## config.mk

```make
export PLATFORM = sky130hd
export DESIGN_NAME = mc_control
export DESIGN_NICKNAME = d
export VERILOG_FILES = /design/src/rtl/mips20_pkg.sv /design/src/rtl/mc_control_alu_op_decode.sv /design/src/rtl/mc_control.sv
export SDC_FILE = /design/constraint.sdc
export NUM_CORES = 1
export LEC_CHECK = 0
export BUFFER_PORTS_ARGS = -buffer_cell sky130_fd_sc_hd__buf_2
export CAP_MARGIN = 0
export CORE_ASPECT_RATIO = 1.75
export CORE_MARGIN = 2
export CORE_UTILIZATION = 34
export DETAILED_ROUTE_END_ITERATION = 6
export PLACE_DENSITY = 0.63
export SLEW_MARGIN = 40
export SYNTH_ARGS = -nofsm -noshare
export SYNTH_HDL_FRONTEND = slang
export SYNTH_HIERARCHICAL = 1
export SYNTH_SLANG_ARGS = --single-unit
```

## constraint.sdc

```tcl
create_clock -name clk -period 1.9 [get_ports clk]
set_input_delay 0.285 -clock clk [delete_from_list [all_inputs] [get_ports clk]]
set_output_delay 0.285 -clock clk [all_outputs]
set_load 0.03 [all_outputs]
```

## src/rtl/mips20_pkg.sv

```systemverilog
// Shared encodings for the 20-bit multi-cycle MIPS control path: opcodes, ALU
// operation codes, datapath mux selects and the main FSM state type.
package mips20_pkg;

  localparam logic [3:0] OP_NOP  = 4'b0000;
  localparam logic [3:0] OP_ADD  = 4'b0001;
  localparam logic [3:0] OP_SUB  = 4'b0010;
  localparam logic [3:0] OP_AND  = 4'b0011;
  localparam logic [3:0] OP_OR   = 4'b0100;
  localparam logic [3:0] OP_SLT  = 4'b0101;
  localparam logic [3:0] OP_ADDI = 4'b0110;
  localparam logic [3:0] OP_ANDI = 4'b0111;
  localparam logic [3:0] OP_LW   = 4'b1000;
  localparam logic [3:0] OP_SW   = 4'b1001;
  localparam logic [3:0] OP_BEQ  = 4'b1011;
  localparam logic [3:0] OP_JMEM = 4'b1100;

  localparam logic [3:0] ALU_IDLE = 4'b0000;
  localparam logic [3:0] ALU_ADD  = 4'b0001;
  localparam logic [3:0] ALU_LWA  = 4'b1000;
  localparam logic [3:0] ALU_SWA  = 4'b1001;
  localparam logic [3:0] ALU_BEQ  = 4'b1011;
  localparam logic [3:0] ALU_JMEM = 4'b1100;

  localparam logic [1:0] SRCB_RT  = 2'd0;
  localparam logic [1:0] SRCB_ONE = 2'd1;
  localparam logic [1:0] SRCB_IMM = 2'd2;

  localparam logic [1:0] PCSRC_ALU    = 2'd0;
  localparam logic [1:0] PCSRC_ALUOUT = 2'd1;
  localparam logic [1:0] PCSRC_MDR    = 2'd2;

  typedef enum logic [3:0] {
    S_FETCH,
    S_DECODE,
    S_EXEC_R,
    S_WB_R,
    S_EXEC_I,
    S_WB_I,
    S_MEM_ADDR,
    S_MEM_RD,
    S_MEM_WR,
    S_WB_MEM,
    S_BRANCH,
    S_JM_ADDR,
    S_JM_RD,
    S_JM_PC,
    S_HALT
  } state_t;

  function automatic logic is_rtype(input logic [3:0] op);
    return (op >= OP_ADD) && (op <= OP_SLT);
  endfunction

  // States that hold mem_req and are therefore subject to the wait timeout.
  function automatic logic is_mem_state(input state_t s);
    return (s == S_FETCH) || (s == S_MEM_RD) || (s == S_MEM_WR) || (s == S_JM_RD);
  endfunction

endpackage

```

## src/rtl/mc_control_alu_op_decode.sv

```systemverilog
// Combinational aluop selection from the FSM state and the IR opcode.
module alu_op_decode
  import mips20_pkg::*;
(
  input  state_t     state_i,
  input  logic [3:0] opcode_i,
  output logic [3:0] aluop_o
);

  // Execute-class states forward the opcode, since the ALU codes match it.
  always_comb begin
    aluop_o = ALU_IDLE;
    case (state_i)
      S_FETCH, S_DECODE: aluop_o = ALU_ADD;
      S_EXEC_R, S_EXEC_I: aluop_o = opcode_i;
      S_MEM_ADDR: aluop_o = (opcode_i == OP_LW) ? ALU_LWA : ALU_SWA;
      S_BRANCH: aluop_o = ALU_BEQ;
      S_JM_ADDR: aluop_o = ALU_JMEM;
      default: aluop_o = ALU_IDLE;
    endcase
  end

endmodule

```

## src/rtl/mc_control.sv

```systemverilog
// Multi-cycle main control FSM for the 20-bit MIPS core.
// Optional build macro ILLEGAL_TRAP_EN: illegal opcodes halt and raise 'illegal'.
module mc_control
  import mips20_pkg::*;
#(
  parameter int MEM_TIMEOUT = 0
) (
  input  logic       clk,
  input  logic       rst,
  input  logic [3:0] opcode,
  input  logic       zeros,
  input  logic       mem_ready,
  output logic [3:0] aluop,
  output logic       alu_src_a,
  output logic [1:0] alu_src_b,
  output logic       mem_req,
  output logic       mem_we,
  output logic       iord,
  output logic       ir_write,
  output logic       pc_write,
  output logic [1:0] pc_src,
  output logic       reg_write,
  output logic       reg_dst,
  output logic       mem_to_reg,
  output logic       bus_err
`ifdef ILLEGAL_TRAP_EN
  ,
  output logic       illegal
`endif
);

  localparam logic [15:0] WAIT_LAST = (MEM_TIMEOUT > 0) ? 16'(MEM_TIMEOUT - 1) : 16'd0;

  state_t      state_q, state_d;
  logic [15:0] wait_q, wait_d;
  logic        bus_err_q, bus_err_d;
  logic        in_mem;
  logic        stalled;
  logic [3:0]  aluop_dec;

`ifdef ILLEGAL_TRAP_EN
  logic illegal_q, illegal_d;
`endif

  alu_op_decode u_alu_op_decode (
    .state_i  (state_q),
    .opcode_i (opcode),
    .aluop_o  (aluop_dec)
  );

  assign in_mem  = is_mem_state(state_q);
  assign stalled = in_mem && !mem_ready && (MEM_TIMEOUT != 0);

  always_ff @(posedge clk) begin
    if (rst) begin
      state_q   <= S_FETCH;
      wait_q    <= '0;
      bus_err_q <= 1'b0;
`ifdef ILLEGAL_TRAP_EN
      illegal_q <= 1'b0;
`endif
    end else begin
      state_q   <= state_d;
      wait_q    <= wait_d;
      bus_err_q <= bus_err_d;
`ifdef ILLEGAL_TRAP_EN
      illegal_q <= illegal_d;
`endif
    end
  end

  always_comb begin
    state_d   = state_q;
    wait_d    = wait_q;
    bus_err_d = bus_err_q;
`ifdef ILLEGAL_TRAP_EN
    illegal_d = illegal_q;
`endif
    case (state_q)
      S_FETCH: if (mem_ready) state_d = S_DECODE;
      S_DECODE: begin
        if (is_rtype(opcode)) begin
          state_d = S_EXEC_R;
        end else begin
          case (opcode)
            OP_ADDI, OP_ANDI: state_d = S_EXEC_I;
            OP_LW, OP_SW:     state_d = S_MEM_ADDR;
            OP_BEQ:           state_d = S_BRANCH;
            OP_JMEM:          state_d = S_JM_ADDR;
            OP_NOP:           state_d = S_FETCH;
            default: begin
`ifdef ILLEGAL_TRAP_EN
              state_d   = S_HALT;
              illegal_d = 1'b1;
`else
              state_d   = S_FETCH;
`endif
            end
          endcase
        end
      end
      S_EXEC_R:   state_d = S_WB_R;
      S_WB_R:     state_d = S_FETCH;
      S_EXEC_I:   state_d = S_WB_I;
      S_WB_I:     state_d = S_FETCH;
      S_MEM_ADDR: state_d = (opcode == OP_LW) ? S_MEM_RD : S_MEM_WR;
      S_MEM_RD:   if (mem_ready) state_d = S_WB_MEM;
      S_MEM_WR:   if (mem_ready) state_d = S_FETCH;
      S_WB_MEM:   state_d = S_FETCH;
      S_BRANCH:   state_d = S_FETCH;
      S_JM_ADDR:  state_d = S_JM_RD;
      S_JM_RD:    if (mem_ready) state_d = S_JM_PC;
      S_JM_PC:    state_d = S_FETCH;
      S_HALT:     state_d = S_HALT;
      default:    state_d = S_FETCH;
    endcase

    // The wait that would complete the count is the one that trips the timeout.
    if (stalled && (wait_q == WAIT_LAST)) begin
      state_d   = S_HALT;
      bus_err_d = 1'b1;
    end

    if (state_d != state_q) begin
      wait_d = '0;
    end else if (stalled) begin
      wait_d = wait_q + 16'd1;
    end
  end

  // Reset forces every output low, even before the first edge establishes FETCH.
  always_comb begin
    aluop      = ALU_IDLE;
    alu_src_a  = 1'b0;
    alu_src_b  = SRCB_RT;
    mem_req    = 1'b0;
    mem_we     = 1'b0;
    iord       = 1'b0;
    ir_write   = 1'b0;
    pc_write   = 1'b0;
    pc_src     = PCSRC_ALU;
    reg_write  = 1'b0;
    reg_dst    = 1'b0;
    mem_to_reg = 1'b0;
    bus_err    = 1'b0;
`ifdef ILLEGAL_TRAP_EN
    illegal    = 1'b0;
`endif
    if (!rst) begin
      aluop   = aluop_dec;
      bus_err = bus_err_q;
`ifdef ILLEGAL_TRAP_EN
      illegal = illegal_q;
`endif
      case (state_q)
        S_FETCH: begin
          mem_req   = 1'b1;
          alu_src_b = SRCB_ONE;
          ir_write  = mem_ready;
          pc_write  = mem_ready;
        end
        S_DECODE: alu_src_b = SRCB_IMM;
        S_EXEC_R: alu_src_a = 1'b1;
        S_WB_R: begin
          reg_write = 1'b1;
          reg_dst   = 1'b1;
        end
        S_EXEC_I, S_MEM_ADDR, S_JM_ADDR: begin
          alu_src_a = 1'b1;
          alu_src_b = SRCB_IMM;
        end
        S_WB_I: reg_write = 1'b1;
        S_MEM_RD, S_JM_RD: begin
          mem_req = 1'b1;
          iord    = 1'b1;
        end
        S_MEM_WR: begin
          mem_req = 1'b1;
          mem_we  = 1'b1;
          iord    = 1'b1;
        end
        S_WB_MEM: begin
          reg_write  = 1'b1;
          mem_to_reg = 1'b1;
        end
        S_BRANCH: begin
          alu_src_a = 1'b1;
          pc_write  = zeros;
          pc_src    = PCSRC_ALUOUT;
        end
        S_JM_PC: begin
          pc_write = 1'b1;
          pc_src   = PCSRC_MDR;
        end
        default: ;
      endcase
    end
  end

endmodule

```

==> metrics.txt, run 1 <==
status finished, final reports clean; cell chain of the critical path buf_4, or3_4, nor3_1, buf_4; required arrival time at the worst endpoint 1620 ps; Critical Path Start Type flip-flop; hold_ws 461.2 ps; detailed router's first-iteration violation count 18; Reg clk slew, reported paths 30 ps; worst setup path class reg2out; post-synthesis cell count 130; area delta synth->final 27.36%; ys async rst share 0; final critical-path required period 1837 ps; Final Net Count 167; number of filler cells placed in the layout 271; total routed wirelength 2496 um; Detail Route Antenna Nets 0; proportion of netlist area held by the largest area contributor 0.1078; Max Clk Rate 544.2 MHz; total global-route track usage 0.1662; combinational family with the most area after synthesis simple AND/OR/NAND/NOR gates; via count of the routed design 1,062; share of synthesized area occupied by flip-flops and latches 0.1078; grt ovf 0; CP max-delay cell or3_4; Reg-to-Reg Start state_q[0]$_SDFFE_PP0P_; width of the chip 43.50 um; top cells by area in the synthesized netlist dfxtp_1 11%, nand2b_1 7.4%, nor2b_1 7.4%, nor2_1 4.4%, a21oi_1 3.8%; post-layout instance area 1182 sq um; maximum number of pins on one net before global-route repair 17; CP max stage delay 430 ps; largest area contributor in the netlist dfxtp_1; crit path DAT 1550 ps; HP Class reg2reg; Initial Utilization 0.3492; Max-Cap Viols 0; post-route DRC violation count 0; post-detailed-route via-to-cell ratio 5.741; total setup buffers inserted after CTS 0; number of distinct standard cells referenced by the synthesized netlist 50; WP buf/inv 2; Synth Net Count 138; average wire per standard cell 13.49 um; most used flip-flop cell after synthesis dfxtp_1; Max FO, Critical Path 16; slew at the pin with the worst max-slew slack 361.8 ps; adder-cell area share of the yosys netlist 0; RePlAce Congestion 0.8160; clock root buffer master clkbuf_8; Core Rows 25; # H-tree levels 1; startpoint of the tightest hold check path bus_err_d$_DFF_P_; post-detailed-placement cell area 1104 sq um; number of enable-type register cells in the synthesized netlist 0; total negative setup slack 0 ps; synthesized-area fraction occupied by ao, oa, aoi and oai cells 0.2992; IO Count 26; CP most frequent cell buf_4; placed wire-length estimate after detailed placement 1897 um; Critical Path End Type primary output; CTS max path bufs 2; area fraction in and, or, nand and nor cells after synthesis 0.4919; via count of the first global-routing pass 962; utilization after layout 0.4447; total clock buffers created by CTS 3; area enclosed by the die boundary 3181 sq um; final cycle utilization of the critical path 0.9671; VDD IR max 0.0004820 V; worst clock skew on the final layout 0.7063 ps; max-slew violation count 0; number of port buffers 25; clock tree from TritonCTS done; Synthesis Warnings 6; first-pass GRT wire length 4222 um; launching element of the worst setup path state_q[1]$_SDFFE_PP0P_; Yosys reg bits 5; number of sinks on the clock net 5; number of antenna violations at the first check in global routing 0; leakage 0.4851 nW; Skew-Pair Late Insertion Delay 210 ps; share of the synthesized netlist area taken by xor and xnor gates 0; Avg Inst Size Synth 7.141 sq um; mux share of post-synthesis cell area 0; final count of hold timing violations 0; Slew HR 0.7578; die outline height 73.13 um; standard cell core area 2659 sq um; power density over the cells 846.4 nW/um^2; CP delay by family, top simple AND/OR/NAND/NOR gates; number of diodes added for antenna fixing 0; proportion of layout cells with a drive suffix above 1 0.3418; Post-Syn Area 928.4 sq um; TritonRoute pass-1 iters 4; final setup fails 0
cells by family after synthesis:
group                  after synthesis
AND/OR/NAND/NOR                     72
buffers and inverters               13
flip-flops                           5
AO/OA/AOI/OAI                       40
layout by cell type (no fill, tap or decap), types with 3 or more instances in the layout:
master    instances
clkbuf_8          3
buf_4            11
nand2b_1         11
a21oi_1           7
nor2b_1          11
nor2_1           11
nand3_1           4
buf_2            23
nand2_1           8
o21ai_0           3
nor3_1            3
o21ai_1           6
o22ai_1           4
metrics by stage:
step | setup slack, ps | power [mW] | cells
after global placement | 155.4 | 0.7730 | 181
final | 62.54 | 1.001 | 185
after floorplan | 6.216 | 0.6585 | 130
after CTS | 4.293 | 0.9875 | 185
after detailed placement | 84.05 | 0.7876 | 181
after global routing | -4.298 | 1.076 | 185
per-layer routing:
metal,share of wire,GRT usage,vias up
met5,0,0,-
met4,0.011,0.04714,0
met3,0.033,0.007426,2
met2,0.52,0.2935,29
met1,0.44,0.2138,496
li1,-,-,535
cell type report:
type	count	area (sq um)	share of cell area
Inverter	2	7.507	0.006349
Tap cell	27	33.78	0.02857
Sequential cell	5	110.1	0.09312
Timing Repair Buffer	35	209.0	0.1767
Clock buffer	4	45.04	0.03810
Multi-Input combinational cell	112	777.0	0.6571
worst register-to-register path, cell delays in order (launching register included):
cell      delay (ps)
dfxtp_2          400
buf_4            210
or3_1            350
a21o_1           160
a22oi_1          160
a311oi_1          80
final timing paths:
| check | to | slack, ps | cells after the start |
|---|---|---|---|
| max | alu_src_b[0] | 60 | 4 |
| min | bus_err_d$_DFF_P_ | 460 | 1 |
| max reg2reg | state_q[3]$_SDFFE_PP0P_ | 400 | 5 |
| min reg2reg | bus_err_d$_DFF_P_ | 460 | 1 |
synthesized netlist by cell type, types with 3 or more instances:
library cell and count:
a21oi_1 7, nor3_1 3, nand2_1 8, o22ai_1 4, nor2_1 11, o21ai_1 6
buf_6 3, dfxtp_1 5, nand2b_1 11, nor2b_1 11, buf_2 4, nand3_1 4
o21ai_0 3
power breakdown:
part           switching [mW]  total, mW  internal (mW)
combinational           0.349      0.619          0.271
sequential             0.0666      0.193          0.126
clock                  0.0448      0.188          0.143
flip-flops by register name (all words and copies together), names as in the netlist:
name / flops
bus_err_d: 1
state_q: 4
timing repair:
| item | CTS | global route |
|---|---|---|
| hold buffers | 0 | 0 |
| setup endpoints to repair | 12 | 7 |
| endpoints found under the hold margin | 0 | 0 |
| gates resized for setup | 5 | 6 |
| gates cloned | 0 | 0 |
Note: power is estimated with default switching activity, not from simulation.
==> run 2, diff against run 1 <==
--- a/config.mk
+++ b/config.mk
@@ -5,13 +5,13 @@
 export SDC_FILE = /design/constraint.sdc
 export NUM_CORES = 1
 export LEC_CHECK = 0
-export BUFFER_PORTS_ARGS = -buffer_cell sky130_fd_sc_hd__buf_2
 export CAP_MARGIN = 0
 export CORE_ASPECT_RATIO = 1.75
 export CORE_MARGIN = 2
 export CORE_UTILIZATION = 34
 export DETAILED_ROUTE_END_ITERATION = 6
-export PLACE_DENSITY = 0.63
+export DONT_BUFFER_PORTS = 1
+export PLACE_DENSITY = 0.55
 export SLEW_MARGIN = 40
 export SYNTH_ARGS = -nofsm -noshare
 export SYNTH_HDL_FRONTEND = slang
==> run 2 against run 1 <==
Largest power group unchanged; core utilization decreased by 1.9 points; largest cell class unchanged; clock power about the same; sequential power about the same; worst setup slack improved by 1.9 ps; total power decreased by 3.6%; worst hold slack got worse by 320 ps.
==> metrics.txt, run 2 (synthesized netlist as in run 1, its figures left out) <==
status finished, final reports clean; final worst slack 64.47 ps (+1.933 ps); area enclosed by the die boundary 3181 sq um (unchanged); Detail Route Antenna Nets 0 (unchanged); CP delay by family, top simple AND/OR/NAND/NOR gates; switching share of power 0.4458 (-0.01388); required arrival time at the worst endpoint 1620 ps (about the same); CP max-delay cell or3_4; most frequent cells in the layout 19 x buf_4, 11 x nor2b_1, 11 x nand2b_1, 11 x nor2_1, 8 x nand2_1; total negative setup slack 0 ps (unchanged); power density over the cells 852.9 nW/um^2 (+0.78%); maximum number of pins on one net before global-route repair 30 (+13); final cycle utilization of the critical path 0.9661 (-0.001017); first-pass GRT wire length 4043 um (-4.2%); number of standard cells in the layout, taps in and fillers out 171 (-7.6%); Initial Utilization 0.3492 (unchanged); Max FO, Critical Path 17 (+1); VDD IR max 0.0004622 V (-4.1%); most frequent standard cell in the layout excluding fill and tap cells buf_4; post-route DRC violation count 0 (unchanged); combinational power share 0.607 (-0.012); clock root buffer master clkbuf_8; placed wire-length estimate after detailed placement 1853 um (-2.3%); area delta synth->final 21.83%; IO Count 26 (unchanged); TritonRoute pass-1 iters 4 (unchanged); Internal Pwr Total 534.6 uW (-1.1%); post-detailed-placement cell area 1074 sq um (-2.7%); Critical Path Start Type flip-flop; width of the chip 43.50 um (unchanged); utilization after layout 0.4254 (-0.01929); sequential power share 0.199 (+0.006); Hold Buf Count CTS 0 (unchanged); CTS max path bufs 2 (unchanged); HP Class in2reg; total global-route track usage 0.1562 (-0.009939); Reg clk slew, reported paths 30 ps (about the same); WP buf/inv 2 (unchanged); via count of the routed design 1,017 (-4.2%); detailed router's first-iteration violation count 32 (+14); final setup fails 0 (unchanged); die outline height 73.13 um (unchanged); proportion of layout cells with a drive suffix above 1 0.2708 (-0.07094); number of port buffers 0 (-100%); Max Clk Rate 544.8 MHz (+0.11%); worst setup path class reg2out; Net Switching 430.1 uW (-6.5%); number of flip-flops under the largest register name 4 (unchanged); via count of the first global-routing pass 946 (-1.7%); Max-Cap Viols 0 (unchanged); final critical-path required period 1836 ps (-1.933 ps); clock network fraction of total power 0.194 (+0.006); Slew HR 0.5847 (-0.1730); worst clock skew on the final layout 0.2935 ps (-0.4128 ps); post-layout instance area 1131 sq um (-4.3%); register bank with the most flops state_q; Critical Path End Type primary output; # H-tree levels 1 (unchanged); final count of hold timing violations 0 (unchanged); average wire per standard cell 14.97 um (+11%); cell chain of the critical path buf_6, or3_4, nor3_1, buf_4; slew at the pin with the worst max-slew slack 621.6 ps (+259.8 ps); number of diodes added for antenna fixing 0 (unchanged); unrepaired setup endpoints after global routing false; post-detailed-route via-to-cell ratio 5.947 (+3.6%); total routed wirelength 2560 um (+2.6%); Core Rows 25 (unchanged); crit path DAT 1550 ps (about the same); RePlAce Congestion 0.7818 (-4.2%); CP max stage delay 420 ps (about the same); instance count after placement with tap cells included 167 (-7.7%); Final Net Count 153 (-8.4%); number of sinks on the clock net 5 (unchanged); grt ovf 0 (unchanged); max-slew violation count 0 (unchanged); standard cell core area 2659 sq um (unchanged); total clock buffers created by CTS 3 (unchanged); number of antenna violations at the first check in global routing 0 (unchanged); leakage 0.4225 nW (-13%); Place WS 88.36 ps (+4.313 ps); clock tree from TritonCTS done; Skew-Pair Late Insertion Delay 210 ps (about the same)
[run 2: worst paths after layout]
check	start	end	slack [ps]	cells past startpoint
max	state_q[1]$_SDFFE_PP0P_	alu_src_b[0]	60	4
min	rst	state_q[2]$_SDFFE_PP0P_	140	1
max reg2reg	state_q[3]$_SDFFE_PP0P_	state_q[3]$_SDFFE_PP0P_	390	5
min reg2reg	state_q[1]$_SDFFE_PP0P_	state_q[0]$_SDFFE_PP0P_	590	1
[run 2: what timing repair did]
item / CTS / global route
setup endpoints to repair: 13 / 5
hold endpoints to repair: 0 / 0
buffers inserted: 0 / 0
gates resized for setup: 3 / 3
[run 2: cell type report]
cell class                 instances  area [sq um]
fill                             278          1528
clock buffer                       4         45.04
multi-input combinational        112         764.5
inverter                           2         7.507
sequential                         5         106.4
timing repair buffer              21         173.9
tap                               27         33.78
[run 2: per-layer routing]
layer  vias to the layer above  wire length [um]  track usage  part of all wire
met5                         -                 0            0                 0
met4                         0                40      0.07071             0.016
met3                         6               138      0.02723             0.054
met2                        27              1283       0.2753              0.50
met1                       475              1098       0.1776              0.43
li1                        509                 -            -                 -
[run 2: power by group through the flow]
| stage | Combinational (mW) | Sequential (mW) | Clock (mW) |
|---|---|---|---|
| after floorplan | 0.499 | 0.160 | 0 |
| after global placement | 0.572 | 0.182 | 0 |
| after detailed placement | 0.578 | 0.185 | 0 |
| after CTS | 0.581 | 0.187 | 0.194 |
| after global routing | 0.630 | 0.195 | 0.200 |
| final | 0.586 | 0.192 | 0.187 |
[run 2: per-stage QoR]
step                      power, mW  hold slack [ps]
after floorplan              0.6585            456.0
after global placement       0.7539            364.2
after detailed placement     0.7637            364.6
after CTS                    0.9618            140.1
after global routing          1.025            131.5
final                        0.9647            140.5
==> run 3, diff against run 2 <==
--- a/config.mk
+++ b/config.mk
@@ -11,6 +11,7 @@
 export CORE_UTILIZATION = 34
 export DETAILED_ROUTE_END_ITERATION = 6
 export DONT_BUFFER_PORTS = 1
+export HOLD_SLACK_MARGIN = 0.15
 export PLACE_DENSITY = 0.55
 export SLEW_MARGIN = 40
 export SYNTH_ARGS = -nofsm -noshare
==> run 3 against run 2 <==
Sequential share of layout area shrank 0.082 points; clock-buffer cell count is the same; core utilization grew 0.38 points; clock skew is the same; cell area grew 0.88%; critical path type unchanged; critical endpoint unchanged; highest routed layer unchanged.
==> metrics.txt, run 3 (synthesized netlist as in run 1, its figures left out) <==
status finished, final reports clean; HP Class in2reg; Detail Route Antenna Nets 0 (unchanged); post-detailed-route via-to-cell ratio 5.994 (+0.79%); CP max-delay cell or3_4; Slew HR 0.5847 (unchanged); sequential power share 0.198 (about the same); total clock buffers created by CTS 3 (unchanged); post-detailed-placement cell area 1074 sq um (unchanged); power density over the cells 848.2 nW/um^2 (-0.55%); setup slack of the worst register-to-register path 380 ps (about the same); placed wire-length estimate after detailed placement 1853 um (unchanged); final setup fails 0 (unchanged); RePlAce Congestion 0.7818 (unchanged); Initial Utilization 0.3492 (unchanged); Worst Reg-to-Reg Cells 5 (unchanged); worst setup path class reg2out; cell chain of the critical path buf_6, or3_4, nor3_1, buf_4; proportion of layout cells with a drive suffix above 1 0.2690 (-0.001868); number of filler cells placed in the layout 277 (-0.36%); Multi-input gate area 764.5 sq um (unchanged); clock root buffer master clkbuf_8; Core Rows 25 (unchanged); post-route DRC violation count 0 (unchanged); area enclosed by the die boundary 3181 sq um (unchanged); startpoint of the tightest hold check path rst; clock network fraction of total power 0.193 (about the same); Final Net Count 154 (+0.65%); clock tree from TritonCTS done; die outline height 73.13 um (unchanged); Critical Path End Type primary output; number of diodes added for antenna fixing 0 (unchanged); via count of the first global-routing pass 941 (-0.53%); Net Switching 431.9 uW (+0.41%); switching share of power 0.4462 (about the same); post-layout instance area 1141 sq um (+0.88%); Worst Hold Path Cells 1 (unchanged); VDD IR max 0.0004628 V (+0.13%); Max Clk Rate 544.7 MHz (about the same); final critical-path required period 1836 ps (+0.4991 ps); width of the chip 43.50 um (unchanged); area delta synth->final 22.91%; required arrival time at the worst endpoint 1620 ps (about the same); Reg clk slew, reported paths 30 ps (about the same); endpoint of the worst hold-timing path state_q[3]$_SDFFE_PP0P_; TritonRoute pass-1 iters 4 (unchanged); max-slew violation count 0 (unchanged); total routed wirelength 2595 um (+1.4%); total negative setup slack 0 ps (unchanged); # H-tree levels 1 (unchanged); Reg-to-Reg Start state_q[3]$_SDFFE_PP0P_; overall power 967.9 uW (+0.33%); Internal Pwr Total 536.0 uW (+0.27%); number of antenna violations at the first check in global routing 0 (unchanged); total global-route track usage 0.1582 (+0.001971); CTS max path bufs 2 (unchanged); number of sinks on the clock net 5 (unchanged); CP max stage delay 420 ps (about the same); most frequent cells in the layout 19 x buf_4, 11 x nor2b_1, 11 x nand2b_1, 11 x nor2_1, 8 x nand2_1; number of flip-flops under the largest register name 4 (unchanged); standard cell core area 2659 sq um (unchanged); grt ovf 0 (unchanged); endpoint of the lowest-slack register-to-register path state_q[3]$_SDFFE_PP0P_; CP delay by family, top simple AND/OR/NAND/NOR gates; final count of hold timing violations 0 (unchanged); maximum number of pins on one net before global-route repair 30 (unchanged); Skew-Pair Late Insertion Delay 210 ps (about the same); leakage 0.4267 nW (+0.99%); unrepaired setup endpoints after global routing false; area of all sequential standard cells 106.4 sq um (unchanged); WP buf/inv 2 (unchanged); most frequent standard cell in the layout excluding fill and tap cells buf_4; register bank with the most flops state_q; Max-Cap Viols 0 (unchanged); slew at the pin with the worst max-slew slack 621.6 ps (unchanged); hold_ws 169.7 ps (+29.25 ps); crit path DAT 1550 ps (about the same); worst clock skew on the final layout 0.2935 ps (unchanged); combinational power share 0.608 (about the same); via count of the routed design 1,031 (+1.4%); detailed router's first-iteration violation count 43 (+34%); average wire per standard cell 15.09 um (+0.78%); number of port buffers 0 (unchanged); Critical Path Start Type flip-flop; first-pass GRT wire length 4084 um (+1.0%); IO Count 26 (unchanged); final cycle utilization of the critical path 0.9663 (about the same); Max FO, Critical Path 17 (unchanged)
## run 3: worst max-delay path by stage
| stage | cells past startpoint | end | start |
|---|---|---|---|
| floorplan | 4 | pc_write | state_q[3]$_SDFFE_PP0P_ |
| CTS | 4 | ir_write | state_q[1]$_SDFFE_PP0P_ |
| detailed placement | 4 | ir_write | state_q[1]$_SDFFE_PP0P_ |
| global route | 4 | ir_write | state_q[1]$_SDFFE_PP0P_ |
| global placement | 4 | ir_write | state_q[1]$_SDFFE_PP0P_ |
| finish | 4 | alu_src_b[0] | state_q[1]$_SDFFE_PP0P_ |
## run 3: cell type report
class,count,share of cell area
tap,27,0.02961
inverter,2,0.006579
timing repair buffer,22,0.1612
multi-input combinational,112,0.6700
sequential,5,0.09320
clock buffer,4,0.03947
## run 3: repair_timing
item / CTS / global route
hold endpoints to repair: 1 / 0
resized for setup: 3 / 3
setup buffers: 0 / 0
setup endpoints to repair: 13 / 5
hold buffers: 1 / 0
## run 3: per-layer routing
metal  global-route usage  vias to the layer above  part of all wire
li1                     -                      512                 -
met1               0.1866                      478              0.42
met2               0.2720                       35              0.50
met3              0.02475                        6             0.057
met4              0.07407                        0             0.015
met5                    0                        -                 0
## run 3: power by group through the flow
stage	Combinational (mW)	Sequential, mW	Clock [mW]
final	0.589	0.192	0.187
after global routing	0.632	0.195	0.200
after CTS	0.583	0.187	0.194
after detailed placement	0.578	0.185	0
after global placement	0.572	0.182	0
after floorplan	0.499	0.160	0
## run 3: per-stage QoR
stage                     worst slack, ps    util  cells
final                               63.98  0.4292    172
after CTS                           21.68  0.4264    172
after global placement              137.9  0.4038    167
after detailed placement            88.36  0.4038    167
after global routing                4.839  0.4292    172
after floorplan                     6.216       -    130
